$ cat config.mk
export PLATFORM = sky130hd
export DESIGN_NAME = rs232_transceiver
export DESIGN_NICKNAME = d
export VERILOG_FILES = /design/src/rtl/rs232_pkg.sv /design/src/rtl/rs232_bit_timer.sv /design/src/rtl/rs232_transceiver.sv
export SDC_FILE = /design/constraint.sdc
export NUM_CORES = 1
export LEC_CHECK = 0
export CAP_MARGIN = 20
export CORE_ASPECT_RATIO = 0.5
export CORE_MARGIN = 5
export CORE_UTILIZATION = 45
export CTS_CLUSTER_SIZE = 25
export DETAILED_ROUTE_END_ITERATION = 10
export GPL_TIMING_DRIVEN = 0
export PLACE_DENSITY_LB_ADDON = 0.1
export RECOVER_POWER = 100
export SLEW_MARGIN = 10
export SYNTH_ARGS = -nofsm -noshare
export SYNTH_HDL_FRONTEND = slang
export SYNTH_SLANG_ARGS = --single-unit
$ cat constraint.sdc
create_clock -name CLK -period 4.1 [get_ports CLK]
set_clock_uncertainty 0.2 [all_clocks]
set_input_delay 0.82 -clock CLK [delete_from_list [all_inputs] [get_ports CLK]]
set_output_delay 0.82 -clock CLK [all_outputs]
set_load 0.02 [all_outputs]
$ cat src/rtl/rs232_pkg.sv
// rs232_pkg: shared types and constants for the RS-232 byte transceiver.
//   DATA_BITS  - data bits per character (8N1 framing)
//   IDLE_LEVEL - line level while idle and during the stop bit
//   rx_state_t - receive FSM states
//   tx_state_t - transmit FSM states
package rs232_pkg;

  localparam int   DATA_BITS  = 8;
  localparam logic IDLE_LEVEL = 1'b1;

  typedef enum logic [1:0] {
    RX_IDLE,
    RX_START,
    RX_DATA,
    RX_STOP
  } rx_state_t;

  typedef enum logic [2:0] {
    TX_IDLE,
    TX_LOADING,
    TX_START,
    TX_DATA,
    TX_STOP
  } tx_state_t;

endpackage

$ cat src/rtl/rs232_bit_timer.sv
// rs232_bit_timer: bit-period down-counter with terminal-count tick.
//   clk       in  system clock
//   rst       in  synchronous active-high reset (counter to 0)
//   load      in  preload a full bit period
//   load_half in  preload half a bit period (start-bit centring)
//   run       in  count down; reload a full period on terminal count
//   tick      out high for the one cycle the counter sits at 0 while running
// The tick occurs CLKS_PER_BIT cycles after a full preload (CLKS_PER_BIT/2
// after a half preload), and every CLKS_PER_BIT cycles thereafter.
module rs232_bit_timer
  import rs232_pkg::*;
#(
  parameter int CLKS_PER_BIT = 434
) (
  input  logic clk,
  input  logic rst,
  input  logic load,
  input  logic load_half,
  input  logic run,
  output logic tick
);

  localparam int CW = $clog2(CLKS_PER_BIT);
  localparam logic [CW-1:0] FULL = CW'(CLKS_PER_BIT - 1);
  localparam logic [CW-1:0] HALF = CW'(CLKS_PER_BIT / 2 - 1);

  logic [CW-1:0] cnt;

  always_ff @(posedge clk) begin
    if (rst) begin
      cnt <= '0;
    end else if (load) begin
      cnt <= FULL;
    end else if (load_half) begin
      cnt <= HALF;
    end else if (run) begin
      cnt <= (cnt == '0) ? FULL : cnt - CW'(1);
    end
  end

  assign tick = run && (cnt == '0);

endmodule

$ cat src/rtl/rs232_transceiver.sv
// rs232_transceiver: 8N1 RS-232 byte transceiver, LSB first, full duplex.
//   CLK   in   system clock
//   INIT  in   synchronous active-high reset
//   RX    in   asynchronous serial input, idle high
//   STORE out  one-cycle pulse, DOUT holds a new byte
//   DOUT  out  last received byte
//   DRL   in   transmit request level
//   DIN   in   byte to send, sampled the cycle after LOAD
//   LOAD  out  one-cycle pulse, transmitter commits to one byte
//   TX    out  serial output, idle high
// Optional feature macro RS232_FRAMING_CHECK_EN: drop bytes whose stop-bit
// sample is low (no STORE, DOUT unchanged).
//
// RX FSM
//   state    | meaning
//   RX_IDLE  | waiting for a high-to-low edge on the synchronized line
//   RX_START | half a bit in; confirm the start bit is still low
//   RX_DATA  | sampling 8 data bits mid-bit, LSB first
//   RX_STOP  | sampling the stop bit; deliver byte
// TX FSM
//   state      | meaning
//   TX_IDLE    | line high, waiting for DRL
//   TX_LOADING | LOAD cycle; latch DIN, drive start bit at the next edge
//   TX_START   | start bit
//   TX_DATA    | 8 data bits LSB first
//   TX_STOP    | stop bit; chain straight into LOAD if DRL is still high
module rs232_transceiver
  import rs232_pkg::*;
#(
  parameter int CLKS_PER_BIT = 434,
  parameter int SYNC_STAGES  = 2
) (
  input  logic                 CLK,
  input  logic                 INIT,
  input  logic                 RX,
  output logic                 STORE,
  output logic [DATA_BITS-1:0] DOUT,
  input  logic                 DRL,
  input  logic [DATA_BITS-1:0] DIN,
  output logic                 LOAD,
  output logic                 TX
);

  localparam int BW = $clog2(DATA_BITS);
  localparam logic [BW-1:0] LAST_BIT = BW'(DATA_BITS - 1);

  // Synchronizer and previous-sample flop reset to the non-idle level so a
  // line held low through reset release never looks like a falling edge.
  logic [SYNC_STAGES-1:0] rx_sync;
  logic                   rx_prev;
  logic                   rx_s;
  logic                   rx_fall;

  assign rx_s    = rx_sync[SYNC_STAGES-1];
  assign rx_fall = (rx_prev == IDLE_LEVEL) && (rx_s != IDLE_LEVEL);

  always_ff @(posedge CLK) begin
    if (INIT) begin
      rx_sync <= {SYNC_STAGES{~IDLE_LEVEL}};
      rx_prev <= ~IDLE_LEVEL;
    end else begin
      rx_sync <= {rx_sync[SYNC_STAGES-2:0], RX};
      rx_prev <= rx_s;
    end
  end

  rx_state_t            rx_state;
  logic [DATA_BITS-1:0] rx_shift;
  logic [BW-1:0]        rx_bit;
  logic                 rx_tick;
  logic                 rx_arm;
  logic                 rx_run;

  assign rx_arm = (rx_state == RX_IDLE) && rx_fall;
  assign rx_run = (rx_state != RX_IDLE);

  rs232_bit_timer #(.CLKS_PER_BIT(CLKS_PER_BIT)) u_rx_timer (
    .clk       (CLK),
    .rst       (INIT),
    .load      (1'b0),
    .load_half (rx_arm),
    .run       (rx_run),
    .tick      (rx_tick)
  );

  always_ff @(posedge CLK) begin
    if (INIT) begin
      rx_state <= RX_IDLE;
      rx_shift <= '0;
      rx_bit   <= '0;
      STORE    <= 1'b0;
      DOUT     <= '0;
    end else begin
      STORE <= 1'b0;
      case (rx_state)
        RX_IDLE: begin
          if (rx_fall) rx_state <= RX_START;
        end
        RX_START: begin
          if (rx_tick) begin
            if (rx_s == IDLE_LEVEL) begin
              rx_state <= RX_IDLE;
            end else begin
              rx_state <= RX_DATA;
              rx_bit   <= '0;
            end
          end
        end
        RX_DATA: begin
          if (rx_tick) begin
            rx_shift <= {rx_s, rx_shift[DATA_BITS-1:1]};
            if (rx_bit == LAST_BIT) rx_state <= RX_STOP;
            else rx_bit <= rx_bit + BW'(1);
          end
        end
        RX_STOP: begin
          if (rx_tick) begin
            rx_state <= RX_IDLE;
`ifdef RS232_FRAMING_CHECK_EN
            if (rx_s == IDLE_LEVEL) begin
              STORE <= 1'b1;
              DOUT  <= rx_shift;
            end
`else
            STORE <= 1'b1;
            DOUT  <= rx_shift;
`endif
          end
        end
        default: rx_state <= RX_IDLE;
      endcase
    end
  end

  tx_state_t            tx_state;
  logic [DATA_BITS-1:0] tx_shift;
  logic [BW-1:0]        tx_bit;
  logic                 tx_tick;
  logic                 tx_load;
  logic                 tx_run;

  assign tx_load = (tx_state == TX_LOADING);
  assign tx_run  = (tx_state == TX_START) || (tx_state == TX_DATA) ||
                   (tx_state == TX_STOP);

  rs232_bit_timer #(.CLKS_PER_BIT(CLKS_PER_BIT)) u_tx_timer (
    .clk       (CLK),
    .rst       (INIT),
    .load      (tx_load),
    .load_half (1'b0),
    .run       (tx_run),
    .tick      (tx_tick)
  );

  always_ff @(posedge CLK) begin
    if (INIT) begin
      tx_state <= TX_IDLE;
      tx_shift <= '0;
      tx_bit   <= '0;
      TX       <= IDLE_LEVEL;
      LOAD     <= 1'b0;
    end else begin
      LOAD <= 1'b0;
      case (tx_state)
        TX_IDLE: begin
          TX <= IDLE_LEVEL;
          if (DRL) begin
            LOAD     <= 1'b1;
            tx_state <= TX_LOADING;
          end
        end
        TX_LOADING: begin
          tx_shift <= DIN;
          TX       <= ~IDLE_LEVEL;
          tx_state <= TX_START;
        end
        TX_START: begin
          if (tx_tick) begin
            TX       <= tx_shift[0];
            tx_shift <= {1'b0, tx_shift[DATA_BITS-1:1]};
            tx_bit   <= '0;
            tx_state <= TX_DATA;
          end
        end
        TX_DATA: begin
          if (tx_tick) begin
            if (tx_bit == LAST_BIT) begin
              TX       <= IDLE_LEVEL;
              tx_state <= TX_STOP;
            end else begin
              TX       <= tx_shift[0];
              tx_shift <= {1'b0, tx_shift[DATA_BITS-1:1]};
              tx_bit   <= tx_bit + BW'(1);
            end
          end
        end
        TX_STOP: begin
          // The LOAD cycle that chains the next byte doubles as the idle cycle.
          if (tx_tick) begin
            if (DRL) begin
              LOAD     <= 1'b1;
              tx_state <= TX_LOADING;
            end else begin
              tx_state <= TX_IDLE;
            end
          end
        end
        default: tx_state <= TX_IDLE;
      endcase
    end
  end

endmodule

==> results of run 1 <==
## cells by family (layout without fill, tap and decap cells)
family / Yosys count / in the layout
AO/OA/AOI/OAI: 63 / 63
XOR/XNOR: 8 / 8
adder cells (fa/ha/maj): 7 / 7
buffers and inverters: 27 / 64
flip-flops: 59 / 59
multiplexers: 12 / 12
AND/OR/NAND/NOR: 136 / 136
## cells in the mapped netlist (all sizes together), types with 2 or more instances
library cell	instances	area, µm²
o2111ai	2	17.5
a2111oi	3	26.3
nor2b	10	62.6
nor2	34	128
nand2b	4	25.0
xnor2	8	70.1
a2bb2oi	2	17.5
clkbuf	9	33.8
o21ai	7	35.0
mux2i	11	110
nor3	7	35.0
nand2	30	113
a21oi	24	120
or3	8	51.3
or4	4	35.0
nor4	3	25.0
or2	3	18.8
ha	7	87.6
nand3	14	70.1
a31oi	2	12.5
nor3b	5	37.5
inv	8	30.0
or3b	3	26.3
buf	9	85.1
a211oi	5	37.5
a311oi	9	97.6
dfxtp	59	1180
and2	3	18.8
nor4b	2	17.5
## metal layers
layer | global-route usage (%) | share of wire (%) | up-vias
li1 | - | - | 1179
met1 | 20.5 | 46 | 1089
met2 | 28.6 | 47 | 45
met3 | 6.45 | 6.2 | 9
met4 | 5.73 | 1.3 | 0
met5 | 0 | 0 | -
## critical path, delay by kind of cell (launching register included)
family,cells,cell delay (ns)
fa+ha+maj,1,0.18
compound gates,2,1.06
flops,1,0.33
simple gates,2,0.63
buf+inv,2,0.58
## sequential cells by signal, indices dropped and copies added (netlist names), named ones only
signal          flops
u_rx_timer.cnt      9
u_tx_timer.cnt      9
DOUT                8
rx_shift            8
tx_shift            8
rx_bit              3
tx_bit              3
tx_state            3
rx_sync             2
LOAD                1
STORE               1
TX                  1
rx_prev             1
rx_state            1
## power by group
group | total (W) | internal [W] | switching, W
registers | 0.000732 | 0.000664 | 0.0000678
clock network | 0.000692 | 0.000452 | 0.000240
logic | 0.000596 | 0.000256 | 0.000340
## cell usage in the layout, fill, tap and decap left out, drive strengths merged, types with 10 or more instances in the layout
master | Yosys | routed
a21oi | 24 | 24
mux2i | 11 | 11
nor2 | 34 | 34
clkbuf | 9 | 26
dfxtp | 59 | 59
nand2 | 30 | 30
nand3 | 14 | 14
nor2b | 10 | 10
clkdlybuf4s50 | 0 | 10
dlygate4sd3 | 0 | 12
## through the flow
step	util, %	instances	area, µm²
final	55.5	437	3360
after global routing	55.5	437	3360
after CTS	56.2	437	3410
after detailed placement	51.6	422	3130
after global placement	51.6	422	3130
after floorplan	-	312	2800
## layout make-up
type / instances / area, µm² / share of cell area, %
Buffer: 19 / 110 / 3.28
Clock buffer: 13 / 270 / 8.04
Clock inverter: 2 / 10.0 / 0.298
Inverter: 8 / 30.0 / 0.894
Multi-Input combinational cell: 226 / 1430 / 42.5
Sequential cell: 59 / 1180 / 35.2
Tap cell: 88 / 110 / 3.28
Timing Repair Buffer: 22 / 220 / 6.55
## path summary, 6_finish.rpt
path                            slack (ns)                           start  depth (start not counted)                        to
worst max-delay path                  1.02  u_tx_timer.cnt[0]$_SDFFE_PP0P_                          7  tx_shift[5]$_SDFFE_PP0P_
worst max register to register        1.02  u_tx_timer.cnt[0]$_SDFFE_PP0P_                          7  tx_shift[5]$_SDFFE_PP0P_
worst min register to register        0.26           rx_sync[0]$_SDFF_PP0_                          1     rx_sync[1]$_SDFF_PP0_
worst min-delay path                  0.26           rx_sync[0]$_SDFF_PP0_                          1     rx_sync[1]$_SDFF_PP0_
==> results.sh, run 1 <==
export IMPL_fmax_ghz=0.325
export IMPL_vias=2322
export IMPL_clkTransAtPathRegs_ns=0.05
export IMPL_via_per_inst=5.31
export IMPL_coreArea_um2=6060
export IMPL_synthDistinctLibCells=56
export IMPL_drv_slew=0
export IMPL_fin_crit_sh_pct=75.1
export IMPL_clock_root_buffer="clkbuf_16"
export IMPL_p_leak_nw=1.26
export IMPL_path_class="flop to flop"
export IMPL_die_w_um=121
export IMPL_hold_worst_slack_ns=0.255
export IMPL_synth_edf_count=0
export IMPL_synth_compound_area_share_pct=16.6
export IMPL_worstPathCellList="inv_1 > ha_1 > or4b_1 > o41ai_1 > clkbuf_1 > nor2_1 > a311oi_2"
export IMPL_period_minus_slack_ns=3.08
export IMPL_dp_hpwl_um=4270
export IMPL_async_flop_share_pct=0
export IMPL_dieHeight_um=65.7
export IMPL_syn_area_per_cell_um2=8.96
export IMPL_antenna_left=0
export IMPL_grt_antenna_before_repair=0
export IMPL_totalPowerFinal_w=0.00202
export IMPL_synthSimpleGateAreaFrac_pct=25.6
export IMPL_tritoncts="yes"
export IMPL_drive_gt1_share_pct=9.17
export IMPL_p_per_area_nw_per_um2=601
export IMPL_ys_flop_type="dfxtp_1"
export IMPL_grt_pass1_vias=2310
export IMPL_critPathSlowestCell="o41ai_1"
export IMPL_min_path_type="flop to flop"
export IMPL_drc_errors=0
export IMPL_grt_pass1_wl_um=10700
export IMPL_seq_area_frac_synth_pct=42.3
export IMPL_outcome="finished clean"
export IMPL_setup_viol=0
export IMPL_peakVddDrop_uv=255
export IMPL_row_count=20
export IMPL_synth_fa_ha_area_share_pct=3.13
export IMPL_synthCells=312
export IMPL_fillCellCount=616
export IMPL_gp_congestion=0.839
export IMPL_antennaDiodeCount=0
export IMPL_routedWlPerCell_um=13.8
export IMPL_rsz0062_at_grt="false"
export IMPL_setup_ws_ns=1.02
export IMPL_hold_buffers=0
export IMPL_ioPinCount=23
export IMPL_routed_wl_um=6020
export IMPL_muxShareOfSynthArea_pct=4.34
export IMPL_crit_arrival_ns=3.12
export IMPL_synth_top_family_by_area="simple AND/OR/NAND/NOR gates"
export IMPL_final_nets=364
export IMPL_critPathLaunchType="flop"
export IMPL_ys_warn_count=0
export IMPL_drtIter0Drc=99
export IMPL_cap_violations=0
export IMPL_cts_setup_buffers=0
export IMPL_yosys_area_share_xor_xnor_pct=2.51
export IMPL_worstMarginPinSlew_ns=1.16
export IMPL_die_area_um2=7980
export IMPL_cp_max_fo=10
export IMPL_port_buffers=22
export IMPL_max_slew_margin_pct=21.6
export IMPL_clk_latency_ns=0.32
export IMPL_synthesis_nets=331
export IMPL_hold_violations=0
export IMPL_first_pass_iters=4
export IMPL_totalNegativeSetupSlack_ns=0
export IMPL_grt_max_degree=11
export IMPL_netlist_area_um2=2800
export IMPL_cts_sinks=59
export IMPL_cts_max_level=3
export IMPL_globalRouteOverflowTotal=0
export IMPL_cp_required_ns=4.14
export IMPL_cts_buffers=9
export IMPL_cpPeakStageDelay_ns=0.82
export IMPL_grt_usage_pct=17.1
export IMPL_pre_cts_ws_ns=1.45
export IMPL_ys_ff_latch=59
export IMPL_critPathCaptureType="flop"
export IMPL_area_growth_pct=20.2
export IMPL_initial_core_util_pct=46.2
export IMPL_cts_buffer_depth=2
export IMPL_cts_resized=0
(Power assumes the default switching activity.)
==> run 2: changes to the inputs <==
==> constraint.sdc (replaced) <==
create_clock -name CLK -period 2.45 [get_ports CLK]
set_clock_uncertainty 0.2 [all_clocks]
set_input_delay 0.49 -clock CLK [delete_from_list [all_inputs] [get_ports CLK]]
set_output_delay 0.49 -clock CLK [all_outputs]
set_load 0.02 [all_outputs]
==> run 2 against run 1 <==
Net effect:
- cell count grew 0.46%
- worst setup slack lost 0.92 ns
- core utilization grew 1.1 points
- clock power grew 68%
- largest power group unchanged
==> results.sh, run 2 (synthesis gave the netlist of run 1 again) <==
export IMPL_outcome="finished clean"
export IMPL_antenna_left=0
export IMPL_critPathCaptureType="flop"
export IMPL_dp_hpwl_um=4270
export IMPL_placed_cell_area_um2=3130
export IMPL_max_slew_margin_pct=51.9
export IMPL_fin_crit_sh_pct=95.9
export IMPL_r2r_start="u_tx_timer.cnt[0]$_SDFFE_PP0P_"
export IMPL_cts_max_level=3
export IMPL_cp_num_buf_inv=2
export IMPL_rsz0062_at_grt="false"
export IMPL_vias=2330
export IMPL_totalNegativeSetupSlack_ns=0
export IMPL_hold_buffers=0
export IMPL_cap_violations=0
export IMPL_clkTransAtPathRegs_ns=0.05
export IMPL_period_minus_slack_ns=2.35
export IMPL_final_cell_mix="59 x dfxtp_1, 34 x nor2_1, 30 x nand2_1, 24 x a21oi_1, 14 x nand3_1"
export IMPL_cpPeakStageDelay_ns=0.51
export IMPL_cts_sinks=59
export IMPL_tritoncts="yes"
export IMPL_fillCellCount=607
export IMPL_peakVddDrop_uv=429
export IMPL_drtIter0Drc=89
export IMPL_routedWlPerCell_um=13.8
export IMPL_cts_buffers=9
export IMPL_grt_usage_pct=17.2
export IMPL_clock_root_buffer="clkbuf_16"
export IMPL_critPathLaunchType="flop"
export IMPL_initial_core_util_pct=46.2
export IMPL_min_path_cells=1
export IMPL_grt_pass1_vias=2325
export IMPL_via_per_inst=5.31
export IMPL_worstPathCellList="inv_1 > ha_1 > or4b_4 > o41ai_4 > buf_6 > nor2_1 > a311oi_2"
export IMPL_crit_path_start="u_tx_timer.cnt[0]$_SDFFE_PP0P_"
export IMPL_worstHoldStart="rx_sync[0]$_SDFF_PP0_"
export IMPL_critPathSlowestCell="or4b_4"
export IMPL_hold_violations=0
export IMPL_hold_end="rx_sync[1]$_SDFF_PP0_"
export IMPL_grt_antenna_before_repair=0
export IMPL_path_class="flop to flop"
export IMPL_p_leak_nw=1.31
export IMPL_grt_max_degree=11
export IMPL_routed_wl_um=6060
export IMPL_rr_worst_depth=7
export IMPL_port_buffers=22
export IMPL_final_common_cell="dfxtp_1"
export IMPL_cts_buffer_depth=2
export IMPL_dieHeight_um=65.7
export IMPL_first_pass_iters=4
export IMPL_die_area_um2=7980
export IMPL_worstMarginPinSlew_ns=0.711
export IMPL_reg_largest_list="u_rx_timer.cnt: 9 flops, u_tx_timer.cnt: 9 flops"
export IMPL_p_per_area_nw_per_um2=1020
export IMPL_cp_max_fo=10
export IMPL_fmax_ghz=0.426
export IMPL_setup_viol=0
export IMPL_final_nets=366
export IMPL_coreArea_um2=6060
export IMPL_ioPinCount=23
export IMPL_gp_congestion=0.839
export IMPL_area_growth_pct=22.7
export IMPL_drive_gt1_share_pct=12.0
export IMPL_globalRouteOverflowTotal=0
export IMPL_min_path_type="flop to flop"
export IMPL_worstReg2RegEnd="tx_shift[5]$_SDFFE_PP0P_"
export IMPL_design_area_um2=3430
export IMPL_clk_latency_ns=0.32
export IMPL_crit_arrival_ns=2.39
export IMPL_drv_slew=0
export IMPL_antennaDiodeCount=0
export IMPL_reg2reg_slack_ns=0.10
export IMPL_grt_pass1_wl_um=10700
export IMPL_cp_required_ns=2.49
export IMPL_cpLargestDelayFamily="compound AO/OA/AOI/OAI gates"
export IMPL_drc_errors=0
export IMPL_die_w_um=121
export IMPL_row_count=20
==> run 2: final cells by class <==
cell class,count,area [µm²],area share (%)
Buffer,19,114,3.32
Clock buffer,13,270,7.88
Clock inverter,2,10.0,0.292
Inverter,8,30.0,0.876
Multi-Input combinational cell,226,1480,43.1
Sequential cell,59,1180,34.5
Tap cell,88,110,3.21
Timing Repair Buffer,24,235,6.86
==> run 2: how the worst max path moves through the flow <==
stage	end	slack (ns)	cells past startpoint
after floorplan	tx_shift[4]$_SDFFE_PP0P_	0.25	7
after global placement	u_rx_timer.cnt[0]$_SDFFE_PP0N_	-0.21	7
after detailed placement	u_rx_timer.cnt[0]$_SDFFE_PP0N_	-0.20	7
after CTS	tx_shift[5]$_SDFFE_PP0P_	0.03	7
after global routing	tx_shift[1]$_SDFFE_PP0P_	0.006	7
final	tx_shift[5]$_SDFFE_PP0P_	0.10	7
==> run 2: repair_timing <==
action,CTS,global route
setup buffers,0,2
endpoints found under the setup margin,22,24
pin swaps,0,1
gates resized for setup,2,2
==> run 2: metrics by stage <==
stage               std cells  hold slack [ns]  worst slack (ns)  utilization (%)  power, W
floorplan                 312            0.214             0.247                -   0.00206
global placement          422            0.233            -0.214             51.6   0.00228
detailed placement        422            0.248            -0.203             51.6   0.00230
CTS                       437            0.259            0.0276             56.3   0.00349
global route              439            0.281           0.00552             56.6   0.00373
finish                    439            0.252             0.101             56.6   0.00349
==> run 2: metal layers <==
layer | global-route usage [%] | up-vias | part of all wire (%)
li1 | - | 1184 | -
met1 | 20.5 | 1107 | 48
met2 | 28.9 | 29 | 47
met3 | 6.45 | 10 | 3.7
met4 | 5.73 | 0 | 1.3
met5 | 0 | - | 0
==> run 2: report_power, final <==
group          internal (W)  switching (W)  total (W)
clock              0.000756       0.000404    0.00116
combinational      0.000499       0.000601    0.00110
sequential          0.00111       0.000118    0.00123
total               0.00237        0.00112    0.00349
==> run 2: worst reg2reg max path, cell delays in order (launching register included) <==
cell and delay (ns):
dfxtp_1 0.33, inv_1 0.13, ha_1 0.18, or4b_4 0.51, o41ai_4 0.44, buf_6 0.20, nor2_1 0.06, a311oi_2 0.22
==> run 3: changes to the inputs <==
--- a/config.mk
+++ b/config.mk
@@ -11,7 +11,6 @@
 export CORE_UTILIZATION = 45
 export CTS_CLUSTER_SIZE = 25
 export DETAILED_ROUTE_END_ITERATION = 10
-export GPL_TIMING_DRIVEN = 0
 export PLACE_DENSITY_LB_ADDON = 0.1
 export RECOVER_POWER = 100
 export SLEW_MARGIN = 10
==> run 3 against run 2 <==
Net effect:
- via count decreased by 0.47%
- sequential power about the same
- critical path depth rose by 1
==> results.sh, run 3 (synthesis gave the netlist of run 1 again) <==
export IMPL_setup_ws_ns=0.157
export IMPL_p_per_area_nw_per_um2=1020
export IMPL_antenna_left=0
export IMPL_cts_buffers=9
export IMPL_grt_antenna_before_repair=0
export IMPL_area_growth_pct=19.9
export IMPL_worstMarginPinSlew_ns=0.651
export IMPL_final_cell_mix="59 x dfxtp_1, 34 x nor2_1, 30 x nand2_1, 24 x a21oi_1, 14 x nand3_1"
export IMPL_cp_depth=8
export IMPL_row_count=20
export IMPL_rr_worst_depth=8
export IMPL_dieHeight_um=65.7
export IMPL_fmax_ghz=0.436
export IMPL_totalPowerFinal_w=0.00343
export IMPL_critPathCaptureType="flop"
export IMPL_drive_gt1_share_pct=11.7
export IMPL_placed_cell_area_um2=3100
export IMPL_globalRouteOverflowTotal=0
export IMPL_drtIter0Drc=71
export IMPL_die_area_um2=7980
export IMPL_clkTransAtPathRegs_ns=0.05
export IMPL_grt_pass1_vias=2269
export IMPL_fin_util_pct=55.4
export IMPL_p_leak_nw=1.28
export IMPL_grt_pass1_wl_um=10200
export IMPL_outcome="finished clean"
export IMPL_drc_errors=0
export IMPL_min_path_cells=1
export IMPL_first_pass_iters=4
export IMPL_period_minus_slack_ns=2.29
export IMPL_rsz0062_at_grt="false"
export IMPL_port_buffers=22
export IMPL_clk_latency_ns=0.32
export IMPL_antennaDiodeCount=0
export IMPL_final_nets=357
export IMPL_initial_core_util_pct=46.2
export IMPL_hold_violations=0
export IMPL_routed_wl_um=5660
export IMPL_routedWlPerCell_um=13.1
export IMPL_dp_hpwl_um=3940
export IMPL_reg2reg_slack_ns=0.16
export IMPL_grt_max_degree=33
export IMPL_vias=2319
export IMPL_cp_num_buf_inv=3
export IMPL_drv_slew=0
export IMPL_clock_root_buffer="clkbuf_16"
export IMPL_design_area_um2=3350
export IMPL_tritoncts="yes"
export IMPL_max_slew_margin_pct=56.0
export IMPL_grt_usage_pct=16.0
export IMPL_peakVddDrop_uv=510
export IMPL_path_class="flop to flop"
export IMPL_cts_sinks=59
export IMPL_cap_violations=0
export IMPL_die_w_um=121
export IMPL_ioPinCount=23
export IMPL_gp_congestion=0.841
export IMPL_worstPathCellList="inv_1 > ha_1 > nor4b_1 > clkbuf_1 > and4_1 > clkbuf_2 > mux2i_1 > nor2_1"
export IMPL_crit_arrival_ns=2.30
export IMPL_via_per_inst=5.38
export IMPL_pre_cts_ws_ns=0.129
export IMPL_totalNegativeSetupSlack_ns=0
export IMPL_final_common_cell="dfxtp_1"
export IMPL_cpPeakStageDelay_ns=0.36
export IMPL_cp_required_ns=2.46
export IMPL_reg_largest_list="u_rx_timer.cnt: 9 flops, u_tx_timer.cnt: 9 flops"
export IMPL_cts_setup_buffers=0
export IMPL_coreArea_um2=6060
export IMPL_cts_buffer_depth=2
export IMPL_critPathSlowestCell="and4_1"
export IMPL_cpLargestDelayFamily="simple AND/OR/NAND/NOR gates"
export IMPL_hold_buffers=0
export IMPL_cp_max_fo=6
export IMPL_min_path_type="flop to flop"
export IMPL_setup_viol=0
export IMPL_fin_crit_sh_pct=93.6
export IMPL_cts_max_level=3
export IMPL_critPathLaunchType="flop"
-- run 3: changes by cell type in the layout (fill, tap and decap cells not counted), sizes merged --
cell,delta
buf,+3
clkbuf,-8
clkinv,-1
dlygate4sd2,-1
dlygate4sd3,-1
-- run 3: final cells by class --
type                            count  area (µm²)
Clock buffer                       15         288
Clock inverter                      1        5.00
Fill cell                         577        2700
Inverter                            8        30.0
Multi-Input combinational cell    226        1440
Sequential cell                    59        1180
Tap cell                           88         110
Timing Repair Buffer               34         299
-- run 3: report_power, final --
| group | internal, W | switching [W] | leakage, nW | total [W] |
|---|---|---|---|---|
| clock network | 0.000792 | 0.000401 | 0.146 | 0.00119 |
| registers | 0.00111 | 0.000133 | 0.480 | 0.00124 |
| logic | 0.000453 | 0.000537 | 0.649 | 0.000990 |
-- run 3: worst paths after layout --
kind / from / end
hold / removal: rx_sync[0]$_SDFF_PP0_ / rx_sync[1]$_SDFF_PP0_
setup reg to reg: u_rx_timer.cnt[0]$_SDFFE_PP0N_ / DOUT[0]$_SDFFE_PP0P_
setup / recovery: u_rx_timer.cnt[0]$_SDFFE_PP0N_ / DOUT[0]$_SDFFE_PP0P_
hold reg to reg: rx_sync[0]$_SDFF_PP0_ / rx_sync[1]$_SDFF_PP0_
-- run 3: routing by layer --
layer  vias to the layer above  track usage [%]  wire length, µm  share of wire [%]
li1                       1169                -                -                  -
met1                      1113             18.5             2760                 49
met2                        30             26.9             2660                 47
met3                         7             6.71              190                3.4
met4                         0             5.73               57                1.0
met5                         -                0                0                  0
-- run 3: through the flow --
| step | cells | hold slack [ns] |
|---|---|---|
| final | 431 | 0.239 |
| after global routing | 431 | 0.261 |
| after CTS | 431 | 0.242 |
| after detailed placement | 415 | 0.232 |
| after global placement | 415 | 0.218 |
| after floorplan | 312 | 0.214 |
-- run 3: repair_timing --
action                                 CTS  global route
gates resized for setup                  0             1
endpoints found under the hold margin    0             0
setup endpoints to repair                0             2
